### src/rtl/demux_dispatch_ctrl_if.sv
// rtl/demux_dispatch_ctrl_if.sv - upstream handshake, channel mask and demux drive bundle
interface demux_dispatch_ctrl_if #(
    parameter int DATA_W = 3
);
    logic              in_valid;
    logic [DATA_W-1:0] in_data;
    logic              in_ready;
    logic [3:0]        ch_en;
    logic [1:0]        sel;
    logic [DATA_W-1:0] out_data;
    logic              out_valid;
    logic              busy;

    modport master (
        output in_valid, in_data, ch_en,
        input  in_ready, sel, out_data, out_valid, busy
    );

    modport slave (
        input  in_valid, in_data, ch_en,
        output in_ready, sel, out_data, out_valid, busy
    );
endinterface

### src/rtl/demux_dispatch_ctrl.sv
// rtl/demux_dispatch_ctrl.sv - round-robin word dispatcher driving a 1-to-4 demux
module demux_dispatch_ctrl #(
    parameter int DATA_W      = 3,
    parameter int HOLD_CYCLES = 5
) (
    input  logic                   clk,
    input  logic                   rst,
    demux_dispatch_ctrl_if.slave   bus
);
    localparam int CNT_W = $clog2(HOLD_CYCLES) + 1;

    typedef enum logic {IDLE, HOLD} state_t;

    state_t            state_q, state_d;
    logic [1:0]        sel_q, sel_d;
    logic [1:0]        ptr_q, ptr_d;
    logic [DATA_W-1:0] data_q, data_d;
    logic              valid_q, valid_d;
    logic              busy_q, busy_d;
    logic [CNT_W-1:0]  cnt_q, cnt_d;

    logic [1:0]        pick;
    logic [1:0]        idx;
    logic              found;
    logic              accept;

    // First enabled channel at or after the round-robin pointer.
    always_comb begin
        pick  = ptr_q;
        idx   = ptr_q;
        found = 1'b0;
        for (int i = 0; i < 4; i++) begin
            idx = ptr_q + 2'(i);
            if (!found && bus.ch_en[idx]) begin
                pick  = idx;
                found = 1'b1;
            end
        end
    end

    assign bus.in_ready  = (state_q == IDLE) && (bus.ch_en != 4'd0);
    assign accept        = bus.in_valid && bus.in_ready;
    assign bus.sel       = sel_q;
    assign bus.out_data  = data_q;
    assign bus.out_valid = valid_q;
    assign bus.busy      = busy_q;

    always_comb begin
        state_d = state_q;
        sel_d   = sel_q;
        ptr_d   = ptr_q;
        data_d  = data_q;
        valid_d = valid_q;
        busy_d  = busy_q;
        cnt_d   = cnt_q;
        case (state_q)
            IDLE: begin
                valid_d = 1'b0;
                if (accept) begin
                    data_d  = bus.in_data;
                    sel_d   = pick;
                    valid_d = 1'b1;
                    busy_d  = 1'b1;
                    cnt_d   = CNT_W'(HOLD_CYCLES - 1);
                    ptr_d   = pick + 2'd1;
                    state_d = HOLD;
                end
            end
            HOLD: begin
                if (cnt_q != '0) begin
                    cnt_d = cnt_q - 1'b1;
                end else begin
                    // Zero the data so the demux routes nothing while idle; sel is left as-is.
                    valid_d = 1'b0;
                    busy_d  = 1'b0;
                    data_d  = '0;
                    state_d = IDLE;
                end
            end
            default: state_d = IDLE;
        endcase
    end

    always_ff @(posedge clk or posedge rst) begin
        if (rst) begin
            state_q <= IDLE;
            sel_q   <= 2'd0;
            ptr_q   <= 2'd0;
            data_q  <= '0;
            valid_q <= 1'b0;
            busy_q  <= 1'b0;
            cnt_q   <= '0;
        end else begin
            state_q <= state_d;
            sel_q   <= sel_d;
            ptr_q   <= ptr_d;
            data_q  <= data_d;
            valid_q <= valid_d;
            busy_q  <= busy_d;
            cnt_q   <= cnt_d;
        end
    end
endmodule

### src/flat_wrapper.sv
// flat-port wrapper written by rule: the top's interface ports become plain ports
module demux_dispatch_ctrl_flat 
#(
    parameter int DATA_W      = 3,
    parameter int HOLD_CYCLES = 5
)
  (clk, rst, bus_in_valid, bus_in_data, bus_ch_en, bus_in_ready, bus_sel, bus_out_data, bus_out_valid, bus_busy);
  demux_dispatch_ctrl_if #(.DATA_W(DATA_W)) bus_i ();
  input  logic clk;
  input  logic rst;
  input wire logic [$bits(bus_i.in_valid)-1:0] bus_in_valid;
  input wire logic [$bits(bus_i.in_data)-1:0] bus_in_data;
  input wire logic [$bits(bus_i.ch_en)-1:0] bus_ch_en;
  output wire logic [$bits(bus_i.in_ready)-1:0] bus_in_ready;
  output wire logic [$bits(bus_i.sel)-1:0] bus_sel;
  output wire logic [$bits(bus_i.out_data)-1:0] bus_out_data;
  output wire logic [$bits(bus_i.out_valid)-1:0] bus_out_valid;
  output wire logic [$bits(bus_i.busy)-1:0] bus_busy;
  assign bus_i.in_valid = bus_in_valid;
  assign bus_i.in_data = bus_in_data;
  assign bus_i.ch_en = bus_ch_en;
  assign bus_in_ready = bus_i.in_ready;
  assign bus_sel = bus_i.sel;
  assign bus_out_data = bus_i.out_data;
  assign bus_out_valid = bus_i.out_valid;
  assign bus_busy = bus_i.busy;
  demux_dispatch_ctrl #(.DATA_W(DATA_W), .HOLD_CYCLES(HOLD_CYCLES)) u_core (.clk(clk), .rst(rst), .bus(bus_i));
endmodule
### config.mk
export PLATFORM = sky130hd
export DESIGN_NAME = demux_dispatch_ctrl_flat
export DESIGN_NICKNAME = d
export VERILOG_FILES = /design/src/rtl/demux_dispatch_ctrl_if.sv /design/src/rtl/demux_dispatch_ctrl.sv /design/src/flat_wrapper.sv
export SDC_FILE = /design/constraint.sdc
export NUM_CORES = 1
export LEC_CHECK = 0
export ABC_CLOCK_PERIOD_IN_PS = 1960
export BUFFER_PORTS_ARGS = -buffer_cell sky130_fd_sc_hd__buf_4
export CAP_MARGIN = 30
export CELL_PAD_IN_SITES_DETAIL_PLACEMENT = 0
export CELL_PAD_IN_SITES_GLOBAL_PLACEMENT = 1
export CORE_MARGIN = 4
export CORE_UTILIZATION = 38
export DETAILED_ROUTE_END_ITERATION = 6
export GPL_TIMING_DRIVEN = 0
export PLACE_DENSITY = 0.81
export SLEW_MARGIN = 20
export SYNTH_ARGS = -nofsm -noshare
export SYNTH_HDL_FRONTEND = slang
export SYNTH_SLANG_ARGS = --single-unit
### constraint.sdc
create_clock -name clk -period 1.96 [get_ports clk]
set_input_delay 0.098 -clock clk [delete_from_list [all_inputs] [get_ports clk]]
set_output_delay 0.098 -clock clk [all_outputs]
set_load 0.02 [all_outputs]
### Word-level counts from Yosys, hierarchy flattened

Cells that the tools add are included.

| word-level totals | value |
|---|---|
| latch bits | 0 |
| memories | 0 |
| bits in writable memories | 0 |
| input bits | 10 |
| flip-flop bits (word level) | 14 |
| word-level logic and storage cells | 60 |
| output and inout bits | 8 |
| memory bits (read-only) | 0 |

| cells by class | value |
|---|---|
| multipliers | 0 |
| $add $sub $neg | 5 |
| bitwise operators | 1 |
| divide/modulo/power cells | 0 |
| muxes and demuxes | 27 |
| reductions and logical operators | 13 |
| shift-type cells | 0 |
| equality and inequality tests | 3 |
| $lt $le $gt $ge | 4 |

Operator list:

| cell | count |
|---|---|
| $lt 2x3->1 const B | 4 |
| $mux 1 | 11 |
| $bmux 1 s2 | 4 |
| $mux 4 | 2 |
| $pmux 4 s2 | 1 |
| $reduce_bool 4->1 | 2 |
| $mux 2 | 3 |
| $mux 3 | 2 |
| $pmux 1 s2 | 3 |
| $pmux 3 s2 | 1 |
| $reduce_and 2->1 | 3 |
| $logic_and 1x1->1 | 5 |
| $add 2x1->2 const B | 2 |
| $add 2x2->2 const B | 2 |
| $ne 2x2->1 const B | 2 |
| $sub 4x1->4 const B | 1 |
| $logic_not 1->1 | 3 |
| $ne 2x1->1 const B | 1 |
| $not 1->1 | 1 |

### Logic depth before layout (Yosys ltp)

Gate-level depths: netlist of the first run.

| depth | value |
|---|---|
| depth in word-level cells | 13 |
| mapped depth | 7 |
| depth with buffers taken out | 6 |

### Worst setup path before layout of the first run

Ideal clock, no wire load.

| timing path | value |
|---|---|
| path type | register to register |
| start | reg u_core.cnt_q[0] |
| end | reg u_core.data_q[0], in the netlist u_core.bus.out_data[0] |
| library setup time | 0.121 ns |
| arrival | 1.528 ns |
| data required time | 1.839 ns |
| stages on the path, launching flop included | 7 |
| path buffers | 1 |
| clock period less this slack | 1.649 ns |
| path slack | 0.311 ns |
| cell sequence | dfrtp_1 inv_1 ha_1 or3b_2 clkbuf_1 o21a_1 a22o_1 |

| between the ends | value |
|---|---|
| longest elaborated chain between the ends | 3 |

RTL lines:

| element | line | RTL |
|---|---|---|
| start, declared | demux_dispatch_ctrl.sv:20 | `logic [CNT_W-1:0] cnt_q, cnt_d;` |
| start signal, assigned | demux_dispatch_ctrl.sv:100 | `cnt_q <= cnt_d;` |
| $reduce_bool 4->1 | demux_dispatch_ctrl.sv:70 | `if (cnt_q != '0) begin` |
| $ne 2x2->1 (no line) | - |  |
| $reduce_and 2->1 (no line) | - |  |
| end signal, assigned | demux_dispatch_ctrl.sv:97 | `data_q <= data_d;` |
| end, declared | demux_dispatch_ctrl.sv:17 | `logic [DATA_W-1:0] data_q, data_d;` |

Every way passes these cells.
A chain may end at the register's enable or synchronous reset.

### Final worst setup path of the first run

| timing path | value |
|---|---|
| start | reg u_core.cnt_q[0] |
| end | reg u_core.data_q[1], in the netlist u_core.bus.out_data[1] |

The elaborated chain is that of the path after synthesis.

==> impl_metrics.tcl, run 1 <==
set metrics [dict create \
    synth.avg_cell_area_um2 9.29 \
    drive_above_1_share 0.279 \
    cts_tree "built" \
    finalCritPeriodShare 0.909 \
    final_cell_mix "buf_4, dfrtp_1, o21ai_0" \
    dr.max_layer_used "met4" \
    p_switching_mw 0.561 \
    boundaryPins 18 \
    worstMarginPinSlew_ns 0.541 \
    slew_headroom 0.638 \
    worstHoldPathType "input port to flop" \
    ys_warn_count 0 \
    gp_routability_congestion 0.859 \
    worstSetupPathType "flop to flop" \
    hold_viol_final 0 \
    clk_pin_slew_worst_paths_ns 0.08 \
    cts_made_buffers 3 \
    cp.arrival_ns 1.94 \
    grt_pass1_vias 653 \
    drc 0 \
    timing.hold.ws_ns 0.0570 \
    skew_ns 0.000768 \
    clk_latency_ns 0.27 \
    drt-wirelength-per-cell_um 12.7 \
    grt_overflow_total 0 \
    comb_power_share 0.506 \
    critPathCaptureType "flop" \
    wl_met1_um 755 \
    core_um2 1960 \
    power.share.clock 0.112 \
    viasPerCell 5.24 \
    cts_sinks 14 \
    fin_nets 117 \
    synth-seq-cells 14 \
    diodes 0 \
    postRouteWirelength_um 1660 \
    p_int_mw 0.812 \
    final_cell_area_um2 968 \
    placement.cell_area_um2 935 \
    crit_fanout 6 \
    p_per_area_nw_per_um2 1420 \
    dr_wl_met3_um 86 \
    final_core_util 0.494 \
    yosysSeqAreaShare 0.449 \
    dr.pass1.iters 4 \
    fmax_mhz 562 \
    ir_drop_v 0.000658 \
    ys_types 36 \
    syn2layout_area_growth_pct 24.0 \
    worstPathRequired_ns 2.12 \
    htree_num_levels 1 \
    dr.first_iter.drc_count 19 \
    status "completed" \
    start_util 0.398 \
    p_leak_nw 0.459 \
    die_x_um 53.3 \
    grt_first_pass_wirelength_um 2770 \
    final_common_cell "buf_4" \
    cap_violations 0 \
    syn_area_um2 781 \
    period_needed_ns 1.78 \
    cp-start-kind "flop" \
    swShare 0.408 \
    rows 16 \
    power.share.sequential 0.382 \
    antenna_found_initial 0 \
    grt_use_total 0.135 \
    num_vias 687 \
    cts_root_buf "clkbuf_4" \
    crit_slowest_cell "or3b_2" \
    drv_slew 0 \
    synthCells 84 \
    crit_chain "inv_1 > ha_1 > or3b_2 > clkbuf_1 > o21a_1 > a22o_1" \
    grt_max_degree 15 \
    die_y_um 53.3 \
    drtAntennaViolNets 0 \
    tns_ns 0 \
    cts_buffer_depth 2 \
    dieArea_um2 2840 \
    slowest_delay_ns 0.44 \
    wl_met2_um 799 \
    finalSetupViolations 0 \
    synth.net_count 95 \
    rsz0062_at_grt "no" \
    io_buffers 16 \
]
-- cells by family after synthesis --
logic type	after synthesis	share of synthesized area
adder cells (fa/ha/maj)	1	0.0160
XOR/XNOR	1	0.0112
buffers and inverters	11	0.0737
AO/OA/AOI/OAI	27	0.229
flip-flops	14	0.449
AND/OR/NAND/NOR	30	0.221
-- per-stage QoR --
stage / worst slack, ns / std cells / total power, mW
4_1_cts: 0.162 / 131 / 1.39
3_3_place_gp: 0.194 / 127 / 1.20
5_1_grt: 0.0731 / 131 / 1.50
3_5_place_dp: 0.187 / 127 / 1.22
2_1_floorplan: 0.311 / 84 / 0.988
6_report: 0.179 / 131 / 1.37
-- power by group through the flow --
stage          combinational [mW]  sequential, mW  clock [mW]
2_1_floorplan               0.402           0.587           0
6_report                    0.696           0.524       0.154
4_1_cts                     0.700           0.526       0.160
5_1_grt                     0.776           0.546       0.178
3_3_place_gp                0.677           0.527           0
3_5_place_dp                0.691           0.532           0
-- area by class of cell --
type | instances | area [um^2]
Sequential cell | 14 | 350
Fill cell | 208 | 993
Buffer | 5 | 35.0
Clock buffer | 3 | 22.5
Tap cell | 27 | 33.8
Multi-Input combinational cell | 59 | 374
Inverter | 6 | 22.5
Timing Repair Buffer | 17 | 130
-- state kept, by name, summed over array words and instances, names as in the netlist --
register and cells:
u_core.bus.busy 1, u_core.bus.out_data 3, u_core.bus.out_valid 1, u_core.bus.sel 2, u_core.cnt_q 4, u_core.ptr_q 2, u_core.state_q 1
-- cells in the mapped netlist (all sizes together) --
cell type  instances  area [um^2]
or4                1         11.3
o21ai              8         40.0
a22o               3         26.3
a211oi             1         7.51
nor3               2         10.0
xor2               1         8.76
nand2b             2         12.5
nor2               5         18.8
or3                1         6.26
a21o               3         25.0
nor2b              2         12.5
nand3              3         15.0
and2               2         16.3
or3b               1         8.76
a31oi              2         12.5
nand3b             1         7.51
ha                 1         12.5
a2111oi            1         8.76
dfrtp             14          350
or2b               1         7.51
clkbuf             2         7.51
nor3b              2         15.0
nand2              6         25.0
a41oi              1         8.76
o21a               1         7.51
o31ai              1         7.51
inv                6         22.5
buf                3         27.5
o22ai              1         6.26
a21oi              4         20.0
a2bb2oi            1         8.76
and3               1         6.26
-- path summary, 6_finish.rpt --
kind / end / from / slack [ns] / cells past startpoint
min: u_core.bus.out_data[0] / bus_in_data[0] / 0.06 / 2
max reg2reg: u_core.bus.out_data[1] / u_core.cnt_q[0] / 0.18 / 6
min in group asynchronous: u_core.bus.out_data[1] / rst / 0.42 / 3
max: u_core.bus.out_data[1] / u_core.cnt_q[0] / 0.18 / 6
min reg2reg: u_core.bus.sel[1] / u_core.bus.sel[1] / 0.48 / 2
max in group asynchronous: u_core.cnt_q[0] / rst / 1.18 / 3
-- critical path, delay by kind of cell, from the launching register on --
kind                     cells  cell delay [ns]
flip-flops                   1             0.38
buffers and inverters        2             0.26
adder cells (fa/ha/maj)      1             0.18
AO/OA/AOI/OAI                2             0.41
AND/OR/NAND/NOR              1             0.44
-- layer usage --
metal,global-route usage,vias to the layer above
li1,-,341
met2,0.212,23
met4,0.0426,0
met5,0,-
met3,0.0507,2
met1,0.168,321
-- timing repair --
| action | 4_1_cts | 5_1_grt |
|---|---|---|
| hold buffers | 1 | 0 |
| resized for setup | 0 | 1 |
| hold endpoints to repair | 14 | 0 |
| setup endpoints to repair | 0 | 1 |
| setup buffers | 0 | 0 |
No activity file was read; power rests on OpenSTA's default activity.
==> run 2: changes to the inputs <==
--- a/config.mk
+++ b/config.mk
@@ -15,6 +15,7 @@
 export DETAILED_ROUTE_END_ITERATION = 6
 export GPL_TIMING_DRIVEN = 0
 export PLACE_DENSITY = 0.81
+export REMOVE_ABC_BUFFERS = 1
 export SLEW_MARGIN = 20
 export SYNTH_ARGS = -nofsm -noshare
 export SYNTH_HDL_FRONTEND = slang
==> impl_metrics.tcl, run 2 (synthesis results as in run 1) <==
set metrics [dict create \
    finalCritPeriodShare 0.879 \
    drv_slew 0 \
    grt_overflow_total 0 \
    crit_chain "inv_1 > ha_1 > or3b_2 > o21a_1 > a22o_1" \
    clk_latency_ns 0.27 \
    placement.cell_area_um2 907 \
    drtAntennaViolNets 0 \
    skew_ns 0.000703 \
    worstSetupPathType "flop to flop" \
    dp_slack_ns 0.250 \
    grt_pass1_vias 672 \
    hold_viol_final 0 \
    ir_drop_v 0.000609 \
    reg2reg_slack_ns 0.24 \
    top_register "u_core.cnt_q" \
    drt-wirelength-per-cell_um 12.7 \
    tns_ns 0 \
    cts_made_buffers 3 \
    post_cts_buffers 0 \
    crit_slowest_cell "or3b_2" \
    rows 16 \
    dr.first_iter.drc_count 11 \
    die_y_um 53.3 \
    grt_first_pass_wirelength_um 2950 \
    final_cell_area_um2 940 \
    dieArea_um2 2840 \
    setup_slack_ns 0.236 \
    viasPerCell 5.19 \
    comb_power_share 0.480 \
    fmax_mhz 580 \
    syn2layout_area_growth_pct 20.4 \
    p_per_area_nw_per_um2 1440 \
    cap_violations 0 \
    cp-start-kind "flop" \
    htree_num_levels 1 \
    critPathCaptureType "flop" \
    r2r_cells 5 \
    diodes 0 \
    cts_root_buf "clkbuf_4" \
    worstHoldPathType "input port to flop" \
    power.share.clock 0.115 \
    swShare 0.409 \
    cp.arrival_ns 1.89 \
    cts_tree "built" \
    r2r-end "u_core.bus.out_data[2]" \
    drive_above_1_share 0.270 \
    grt_use_total 0.142 \
    fin_nets 113 \
    p_int_mw 0.797 \
    p_leak_nw 0.445 \
    slowest_delay_ns 0.53 \
    final_cell_mix "buf_4, dfrtp_1, o21ai_0" \
    cts_buffer_depth 2 \
    power.share.sequential 0.405 \
    r2r-start "u_core.cnt_q[0]" \
    final_core_util 0.479 \
    grt_max_degree 15 \
    period_needed_ns 1.72 \
    boundaryPins 18 \
    slew_headroom 0.576 \
    die_x_um 53.3 \
    status "completed" \
    hold_path_startpoint "bus_in_data[0]" \
    num_vias 659 \
    worstPathRequired_ns 2.12 \
    io_buffers 17 \
    antenna_found_initial 0 \
    crit_fanout 6 \
    min_to "u_core.bus.out_data[0]" \
    power_mw 1.35 \
    gp_routability_congestion 0.840 \
    worstMarginPinSlew_ns 0.620 \
    core_um2 1960 \
    finalSetupViolations 0 \
    clk_pin_slew_worst_paths_ns 0.08 \
    final_common_cell "buf_4" \
    rsz0062_at_grt "no" \
    holdPathStages 2 \
    postRouteWirelength_um 1620 \
    largest_reg_flops 4 \
    cts_sinks 14 \
    dr.pass1.iters 4 \
    drc 0 \
    cp-startpoint "u_core.cnt_q[0]" \
    start_util 0.398 \
    p_switching_mw 0.553 \
]
-- run 2: changes by cell type in the layout (fill, tap and decap cells not counted), sizes merged --
| cell | change |
|---|---|
| clkbuf | -2 |
| buf | -2 |
-- run 2: what timing repair did --
action / 4_1_cts / 5_1_grt
hold buffers: 1 / 0
hold endpoints to repair: 14 / 0
resized for setup: 0 / 0
-- run 2: per-layer routing --
| layer | up-vias | routed length (um) | track usage |
|---|---|---|---|
| met5 | - | 0 | 0 |
| met4 | 0 | 18 | 0.0553 |
| met3 | 2 | 60 | 0.0451 |
| met2 | 14 | 773 | 0.216 |
| met1 | 312 | 763 | 0.183 |
| li1 | 331 | - | - |
-- run 2: cell type report --
cell class                      instances  area [um^2]
Clock buffer                            3         22.5
Fill cell                             200         1020
Inverter                                6         22.5
Multi-Input combinational cell         59          373
Sequential cell                        14          350
Tap cell                               27         33.8
Timing Repair Buffer                   18          138
-- run 2: worst max path at each step --
stage                                   to
floorplan           u_core.bus.out_data[0]
global placement    u_core.bus.out_data[2]
detailed placement  u_core.bus.out_data[2]
CTS                 u_core.bus.out_data[2]
global route               u_core.ptr_q[0]
finish              u_core.bus.out_data[2]
-- run 2: stage by stage --
stage / hold slack (ns) / instances
after detailed placement: 0.177 / 123
after CTS: 0.0349 / 127
after global placement: 0.166 / 123
after floorplan: -0.0128 / 79
final: 0.0445 / 127
after global routing: 0.0464 / 127
-- run 2: power groups by stage --
| stage | registers, mW | clock network (mW) | logic (mW) |
|---|---|---|---|
| 4_1_cts | 0.545 | 0.165 | 0.655 |
| 6_report | 0.547 | 0.155 | 0.648 |
| 3_5_place_dp | 0.552 | 0 | 0.649 |
| 2_1_floorplan | 0.602 | 0 | 0.360 |
| 3_3_place_gp | 0.545 | 0 | 0.634 |
| 5_1_grt | 0.578 | 0.174 | 0.736 |
-- run 2: worst max-delay path: cells and delay by family, from the launching register on --
family,cells,cell delay [ns]
and+or+nand+nor,1,0.53
AOI/OAI and AO/OA,2,0.42
DFF,1,0.38
adders and majority gates,1,0.20
buffers and inverters,1,0.09
